--- config.mk ---
export PLATFORM = sky130hd
export DESIGN_NAME = fft_frame_sink
export DESIGN_NICKNAME = d
export VERILOG_FILES = /design/src/rtl/fft_frame_sink.sv
export SDC_FILE = /design/constraint.sdc
export NUM_CORES = 2
export LEC_CHECK = 0
export BUFFER_PORTS_ARGS = -buffer_cell sky130_fd_sc_hd__buf_2
export CORE_ASPECT_RATIO = 0.75
export CORE_MARGIN = 3
export CORE_UTILIZATION = 26
export CTS_BUF_LIST = sky130_fd_sc_hd__clkbuf_4 sky130_fd_sc_hd__clkbuf_8
export CTS_CLUSTER_SIZE = 28
export DETAILED_ROUTE_END_ITERATION = 10
export SYNTH_ARGS = -nofsm -noshare
export SYNTH_HDL_FRONTEND = slang
export SYNTH_SLANG_ARGS = --single-unit
--- constraint.sdc ---
create_clock -name clock -period 8.22 [get_ports clock]
set_input_delay 0.411 -clock clock [delete_from_list [all_inputs] [get_ports clock]]
set_output_delay 0.411 -clock clock [all_outputs]
set_load 0.005 [all_outputs]
--- src/rtl/fft_frame_sink.sv ---
// fft_frame_sink: ping-pong frame buffer between an FFT output stream and a
// ready/valid consumer. Two banks of N complex samples; one fills while the
// other drains. A frame whose target bank is still occupied is dropped whole
// and the sticky overflow flag is raised.
// Optional macro DIGIT_REVERSE_EN: read each frame in radix-4 digit-reversed
// address order so a radix-4 SDF output comes out in natural bin order.
module fft_frame_sink #(
  parameter int WIDTH = 32,
  parameter int N     = 16
) (
  input  logic                    clock,
  input  logic                    reset,
  input  logic                    in_en,
  input  logic signed [WIDTH-1:0] in_real,
  input  logic signed [WIDTH-1:0] in_imag,
  output logic                    out_valid,
  input  logic                    out_ready,
  output logic signed [WIDTH-1:0] out_real,
  output logic signed [WIDTH-1:0] out_imag,
  output logic [$clog2(N)-1:0]    out_index,
  output logic                    out_last,
  output logic                    overflow
);
  localparam int IDX_W = $clog2(N);
  localparam logic [IDX_W-1:0] LAST_IDX = IDX_W'(N - 1);

  typedef enum logic [1:0] {BANK_EMPTY, BANK_FILLING, BANK_FULL, BANK_DRAINING} bank_state_t;
  typedef enum logic [1:0] {RD_IDLE, RD_LOAD, RD_SEND} rd_state_t;

  // Bank b occupies addresses {b, idx}
  logic [2*WIDTH-1:0] mem [0:2*N-1];

  bank_state_t        bank_state_q [2];
  bank_state_t        bank_state_d [2];
  logic [IDX_W-1:0]   wr_idx_q, wr_idx_d;
  logic               wr_bank_q, wr_bank_d;
  logic               wr_drop_q, wr_drop_d;
  logic               overflow_q, overflow_d;
  rd_state_t          rd_state_q, rd_state_d;
  logic               rd_bank_q, rd_bank_d;
  logic               out_valid_q, out_valid_d;
  logic [IDX_W-1:0]   out_index_q, out_index_d;
  logic               out_last_q, out_last_d;
  logic [2*WIDTH-1:0] out_data_q;

  logic               mem_we;
  logic [IDX_W:0]     mem_waddr;
  logic [2*WIDTH-1:0] mem_wdata;
  logic               rd_load;
  logic [IDX_W-1:0]   rd_sel_idx;
  logic [IDX_W-1:0]   next_idx;
  logic               other_bank;
  logic [IDX_W:0]     rd_addr;

  // Output position k -> stored position (identity, or base-4 digit reversal)
  function automatic logic [IDX_W-1:0] map_index(input logic [IDX_W-1:0] k);
`ifdef DIGIT_REVERSE_EN
    logic [IDX_W-1:0] r;
    r = '0;
    for (int d = 0; d < IDX_W / 2; d++) begin
      r[2*d +: 2] = k[IDX_W-2-2*d +: 2];
    end
    return r;
`else
    return k;
`endif
  endfunction

  assign rd_addr = {rd_bank_q, map_index(rd_sel_idx)};

  // Next-state logic: write pointer and frame admission, bank states, read FSM
  always_comb begin
    wr_idx_d     = wr_idx_q;
    wr_bank_d    = wr_bank_q;
    wr_drop_d    = wr_drop_q;
    overflow_d   = overflow_q;
    bank_state_d = bank_state_q;
    mem_we       = 1'b0;
    mem_waddr    = {wr_bank_q, wr_idx_q};
    mem_wdata    = {in_real, in_imag};
    rd_state_d   = rd_state_q;
    rd_bank_d    = rd_bank_q;
    out_valid_d  = out_valid_q;
    out_index_d  = out_index_q;
    out_last_d   = out_last_q;
    rd_load      = 1'b0;
    rd_sel_idx   = '0;
    next_idx     = out_index_q + 1'b1;
    other_bank   = ~rd_bank_q;

    // Write side only touches EMPTY/FILLING banks, read side only FULL/DRAINING,
    // so both may update bank_state_d in the same cycle without conflict.
    if (in_en) begin
      wr_idx_d = wr_idx_q + 1'b1;
      if (wr_idx_q == '0) begin
        if (bank_state_q[wr_bank_q] == BANK_EMPTY) begin
          bank_state_d[wr_bank_q] = BANK_FILLING;
          wr_drop_d               = 1'b0;
          mem_we                  = 1'b1;
        end else begin
          // Whole frame is discarded; the write bank stays put so banks keep alternating in frame order
          wr_drop_d  = 1'b1;
          overflow_d = 1'b1;
        end
      end else if (!wr_drop_q) begin
        mem_we = 1'b1;
        if (wr_idx_q == LAST_IDX) begin
          bank_state_d[wr_bank_q] = BANK_FULL;
          wr_bank_d               = ~wr_bank_q;
        end
      end
    end

    case (rd_state_q)
      RD_IDLE: begin
        if (bank_state_q[rd_bank_q] == BANK_FULL) begin
          bank_state_d[rd_bank_q] = BANK_DRAINING;
          rd_state_d              = RD_LOAD;
        end
      end
      RD_LOAD: begin
        rd_load     = 1'b1;
        out_valid_d = 1'b1;
        out_index_d = '0;
        out_last_d  = 1'b0;
        rd_state_d  = RD_SEND;
      end
      RD_SEND: begin
        if (out_ready) begin
          if (out_last_q) begin
            // Free this bank and, if the other is already waiting, claim it now
            bank_state_d[rd_bank_q] = BANK_EMPTY;
            rd_bank_d               = other_bank;
            out_valid_d             = 1'b0;
            out_last_d              = 1'b0;
            out_index_d             = '0;
            if (bank_state_q[other_bank] == BANK_FULL) begin
              bank_state_d[other_bank] = BANK_DRAINING;
              rd_state_d               = RD_LOAD;
            end else begin
              rd_state_d = RD_IDLE;
            end
          end else begin
            rd_load     = 1'b1;
            rd_sel_idx  = next_idx;
            out_index_d = next_idx;
            out_last_d  = (next_idx == LAST_IDX);
          end
        end
      end
      default: rd_state_d = RD_IDLE;
    endcase
  end

  // Per-bank state registers
  for (genvar gi = 0; gi < 2; gi++) begin : g_bank
    always_ff @(posedge clock or posedge reset) begin
      if (reset) bank_state_q[gi] <= BANK_EMPTY;
      else       bank_state_q[gi] <= bank_state_d[gi];
    end
  end

  // Sample storage; contents survive reset
  always_ff @(posedge clock) begin
    if (mem_we) mem[mem_waddr] <= mem_wdata;
  end

  // Registered read of the bank memory into the output sample register
  always_ff @(posedge clock or posedge reset) begin
    if (reset)        out_data_q <= '0;
    else if (rd_load) out_data_q <= mem[rd_addr];
  end

  // Control registers; reset returns both sides to bank 0 and clears outputs
  always_ff @(posedge clock or posedge reset) begin
    if (reset) begin
      wr_idx_q    <= '0;
      wr_bank_q   <= 1'b0;
      wr_drop_q   <= 1'b0;
      overflow_q  <= 1'b0;
      rd_state_q  <= RD_IDLE;
      rd_bank_q   <= 1'b0;
      out_valid_q <= 1'b0;
      out_index_q <= '0;
      out_last_q  <= 1'b0;
    end else begin
      wr_idx_q    <= wr_idx_d;
      wr_bank_q   <= wr_bank_d;
      wr_drop_q   <= wr_drop_d;
      overflow_q  <= overflow_d;
      rd_state_q  <= rd_state_d;
      rd_bank_q   <= rd_bank_d;
      out_valid_q <= out_valid_d;
      out_index_q <= out_index_d;
      out_last_q  <= out_last_d;
    end
  end

  assign out_valid = out_valid_q;
  assign out_index = out_index_q;
  assign out_last  = out_last_q;
  assign overflow  = overflow_q;
  assign out_real  = out_data_q[2*WIDTH-1:WIDTH];
  assign out_imag  = out_data_q[WIDTH-1:0];

endmodule

* Word level (Yosys, flattened, before mapping) *
Memory sizes are Yosys's and may differ from the RTL's. A register that Yosys moved wholly into a read port is not among the register bits.
Index checks and enable logic that the tools add are counted.
Widths: inputs -> output; s select.

word-level totals
  flip-flop bits (word level) = 20
  logic and storage cells = 112
  bits of input ports = 68
  memory bits (writable) = 2048
  memories = 1

operators by class
  reductions and logical operators = 14
  add/subtract/negate cells = 2
  order comparisons = 6
  equality and inequality tests = 9
  mux-type cells = 51
  bitwise logic cells = 18

memories
  name  words  bits a word  rd ports  clocked after memory_dff  write ports  line  RTL
  mem   32     64           1         1                         1            31    logic [2*WIDTH-1:0] mem [0:2*N-1];

operators with widths
  operator             count
  $mux 4               13
  $mux 2               15
  $pmux 4 s2           2
  $mux 1               14
  $reduce_and 3->1     4
  $add 4x1->4 const B  2
  $eq 4x4->1 const B   2
  $or 4x4->4           2
  $demux 2 s1          3
  $eq 2x2->1 const B   3
  $ge 2x2->1 const B   3
  $lt 2x1->1 const B   3
  $ne 2x2->1 const B   3
  $not 1->2            3
  $pmux 1 s2           3
  $pmux 2 s3           1
  $not 1->1            5
  $and 2x2->2          2
  $and 4x4->4          1
  $logic_not 2->1      2
  $logic_not 4->1      1
  $not 2->2            2
  $not 4->4            1
  $or 2x2->2           2
  other kinds (5)      8

* Longest topological paths before layout *
  depth in word-level cells = 17
  mapped depth = 14
  depth with buffers taken out = 8

* Worst setup path before layout *
OpenSTA, ideal clock, no wires.

  kind = input port to flip-flop
  start point = input in_en
  end point = register bank_state_q[3] (netlist bit)
  arrival = 7.790 ns
  path buffers = 1
  data required time = 8.132 ns
  stages on the path = 4
  setup slack = 0.342 ns
  setup time = 0.088 ns
  cells stage by stage = clkbuf_1 -> nand2_1 -> nor4_1 -> o32a_1

RTL lines
  item                           line  RTL
  start, declared                13    input logic in_en,
  end signal, assigned by index  159   else bank_state_q[gi] <= bank_state_d[gi];
  end, declared                  33    bank_state_t bank_state_q [2];

* Worst setup path after layout *
  start point = register out_index_q[0] (netlist: out_index[0])
  end point = register out_data_q[61], read port of mem

on the way
  cells in the longest elaborated chain, start to end = 4

RTL lines
  item                    line  RTL
  start, declared         42    logic [IDX_W-1:0] out_index_q, out_index_d;
  start signal, assigned  194   out_index_q <= out_index_d;
  $add 4x1->4             88    next_idx = out_index_q + 1'b1;
  $mux 4                  130   if (out_last_q) begin
  $mux 4                  129   if (out_ready) begin
  $mux 4                  114   case (rd_state_q)
  end, declared           44    logic [2*WIDTH-1:0] out_data_q;

Every way passes these cells.
A chain may end at the register's enable or synchronous reset.

==> impl_metrics.ini <==
[detailed_routing]
dr.pass1.iters = 6
drt_drc_violations_left = 0
antenna_left = 0
finalWirelength_mm = 260.8
wl_per_cell_um = 25.14
viasPerCell = 5.072
via_count = 52622
first_iter_violations = 6979

[layout]
fill_cells = 31242
fin_cells = 10376
stdcell_area_um2 = 96440
final_nets = 5918
drive_gt1_share_pct = 14.87
areaGrowthSynthToFinish_pct = 15.72
postLayoutCoreUtil_pct = 30.32

[floorplan]
core-area_um2 = 318000
io_pins = 139
start_util_pct = 26.20
die_h_um = 496.3
die_w_um = 659.7
die_area_um2 = 327400
rows = 179

[sta]
setup_viol = 0
worstMarginPinSlew_ns = 1.278
drv_slew = 0
max_freq_ghz = 0.1926
finalSetupTns_ns = 0
hold_violations = 0
period_share_pct = 63.18
rsz0062_at_grt = false
slew_headroom_pct = 14.80
finalCriticalPeriod_ns = 5.193
finClkSkew_ns = 0.09229

[clock_tree]
cts_root_buf = clkbuf_8
cts_buffer_depth = 4
cts_tree = built
clock_sink_count = 2132
cts_buffers = 352
post_cts_buffers = 0
clk_latency_ns = 1.07
clkTransAtPathRegs_ns = 0.06
h-tree-depth = 5

[place]
dp_hpwl_mm = 122.9
dpl_cell_area_um2 = 88770
gp_congestion = 0.7498
dp_cells = 9672
port_buffers = 138

[flow_run]
drv_cap = 0

[critical_path]
critical_path_class = flip-flop to flip-flop
cp_data_arrival_time_ns = 6.12
critPathCaptureType = flip-flop
crit_required_ns = 9.15
crit_fanout = 173
startpoint_type = flip-flop

[pwr]
power_density_nw_per_um2 = 302.3
p_leak_nw = 31.82
ir_worst_vdd_mv = 0.4431
finalPower_mw = 29.15

[synth]
synthFlopType = edfxtp_1
synth_seq_cells = 2132
netlist_area_um2 = 83330
yosysSeqAreaShare_pct = 76.32
async_flop_share_pct = 3.940
ys_warn_count = 0
syn_avg_cell_area_um2 = 14.98
synth_edf_count = 2048
syn_inst = 5563
synth.distinct_cells = 69
synth_nets = 5641

[global_routing]
grt_max_degree = 214
grt_pass1_vias = 50556
grt_util_all_layers_pct = 15.40
grt_pass1_wl_mm = 367.8
antenna_found_initial = 36
globalRoute.totalOverflow = 0

[worst_hold_path]
hold_path_class = primary input to async pin

[run_status]
status = complete, no violations
[report_power, final]
| part | total, mW | switching [mW] | internal (mW) |
|---|---|---|---|
| logic | 6.96 | 4.74 | 2.22 |
| registers | 13.0 | 0.426 | 12.5 |
| clock network | 9.24 | 4.14 | 5.09 |
| total | 29.2 | 9.31 | 19.8 |
[sequential cells by signal, indices dropped and copies added (netlist names), 2 cells and up]
register,count
mem,2048
out_data_q,64
bank_state_q,4
out_index,4
wr_idx_q,4
rd_state_q,2
[cell usage in the layout (no fill, tap or decap), types with 17 or more instances in the layout]
cell type	n
o22ai_1	456
a21oi_1	547
clkinv_2	29
buf_2	138
inv_1	208
nand3_1	47
a22oi_1	45
nor2_1	215
edfxtp_1	2048
dlygate4sd3_1	67
o221ai_1	114
mux2i_1	244
mux2_2	25
buf_4	95
nand4_1	23
clkbuf_8	394
nor2b_1	50
nor2_4	32
dfrtp_1	82
diode_2	17
o21ai_0	478
o21ai_1	50
clkinv_1	50
clkbuf_4	132
nand2b_1	53
nand2_1	200
a211oi_1	86
o211ai_1	43
o31ai_1	42
[critical path: stages, from the launching register on]
cell	delay, ns
dfrtp_4	1.09
inv_2	0.29
ha_4	0.84
buf_12	0.64
buf_12	0.69
nor2_1	0.13
a21oi_1	0.17
o22ai_1	0.08
o21ai_0	0.32
nand4_1	0.18
o21ai_1	0.15
[final cells by class]
| type | count | area [um2] | share of cell area, % |
|---|---|---|---|
| Multi-Input combinational cell | 2829 | 17360 | 18.00 |
| Clock buffer | 526 | 6414 | 6.651 |
| Sequential cell | 2132 | 63610 | 65.96 |
| Inverter | 211 | 797.0 | 0.8265 |
| Antenna cell | 17 | 42.54 | 0.04411 |
| Timing Repair Buffer | 314 | 2355 | 2.442 |
| Tap cell | 4253 | 5321 | 5.518 |
| Clock inverter | 94 | 541.8 | 0.5618 |
[cells by family after synthesis]
| logic type | share of synthesized area [%] |
|---|---|
| xor gates and xnor gates | 0.1547 |
| adders and majority gates | 0.1501 |
| and+or+nand+nor | 3.587 |
| DFF | 76.32 |
| AOI/OAI and AO/OA | 13.28 |
| buffers and inverters | 3.237 |
| muxes | 3.269 |
[per-layer routing]
metal / share of wire (%) / vias to the layer above / wire [um] / global-route usage [%]
met2: 45 / 2986 / 118600 / 24.14
met3: 10 / 566 / 27070 / 3.448
met5: 0.024 / - / 62 / 0
met4: 3.3 / 10 / 8554 / 5.460
li1: - / 22383 / - / -
met1: 41 / 26677 / 106600 / 20.99
[synthesized netlist by cell type (8+ instances only)]
cell      number  share of area [%]
buf_6          8               0.11
o21ai_0      478                2.9
a211oi_1      86               0.77
ha_1          10               0.15
buf_2        178                1.1
o31ai_1       42               0.38
mux2i_1      244                2.9
nand2b_1      54               0.41
edfxtp_1    2048                 74
mux2_2        25               0.34
a21oi_1      548                3.3
a22oi_1       45               0.41
nor3_1        10              0.060
nand4_1       23               0.17
o211ai_1      43               0.39
o221ai_1     114                1.2
nor2_1       242                1.1
buf_4         41               0.37
inv_1        209               0.94
o21ai_1       50               0.30
nand3_1       47               0.28
dfrtp_1       84                2.5
o22ai_1      456                3.4
nand2_1      200               0.90
clkbuf_1     162               0.73
nor2b_1       50               0.38
[path summary, 6_finish.rpt]
path,endpoint,depth (start not counted),from,slack (ns)
worst min register to register,overflow,1,overflow,0.47
max in group asynchronous,out_index[0],4,reset,6.49
worst min-delay path,overflow,3,reset,0.15
worst max-delay path,out_data_q[61],10,out_index[0],3.03
worst max register to register,out_data_q[61],10,out_index[0],3.03
min in group clock,mem[10][24],2,in_imag[24],0.42
[metrics by stage]
step / setup slack [ns] / hold slack [ns]
2_1_floorplan: 0.3415 / 0.4590
3_3_place_gp: 3.133 / 0.4596
3_5_place_dp: 3.095 / 0.4646
4_1_cts: 3.135 / 0.09856
5_1_grt: 2.791 / 0.1316
6_report: 3.027 / 0.1485
[repair_timing]
item                      in CTS  in global routing
hold endpoints to repair    2118                  0
hold buffers                  67                  0
gates resized for setup        0                  0
Note: power is estimated with default switching activity, not from simulation.
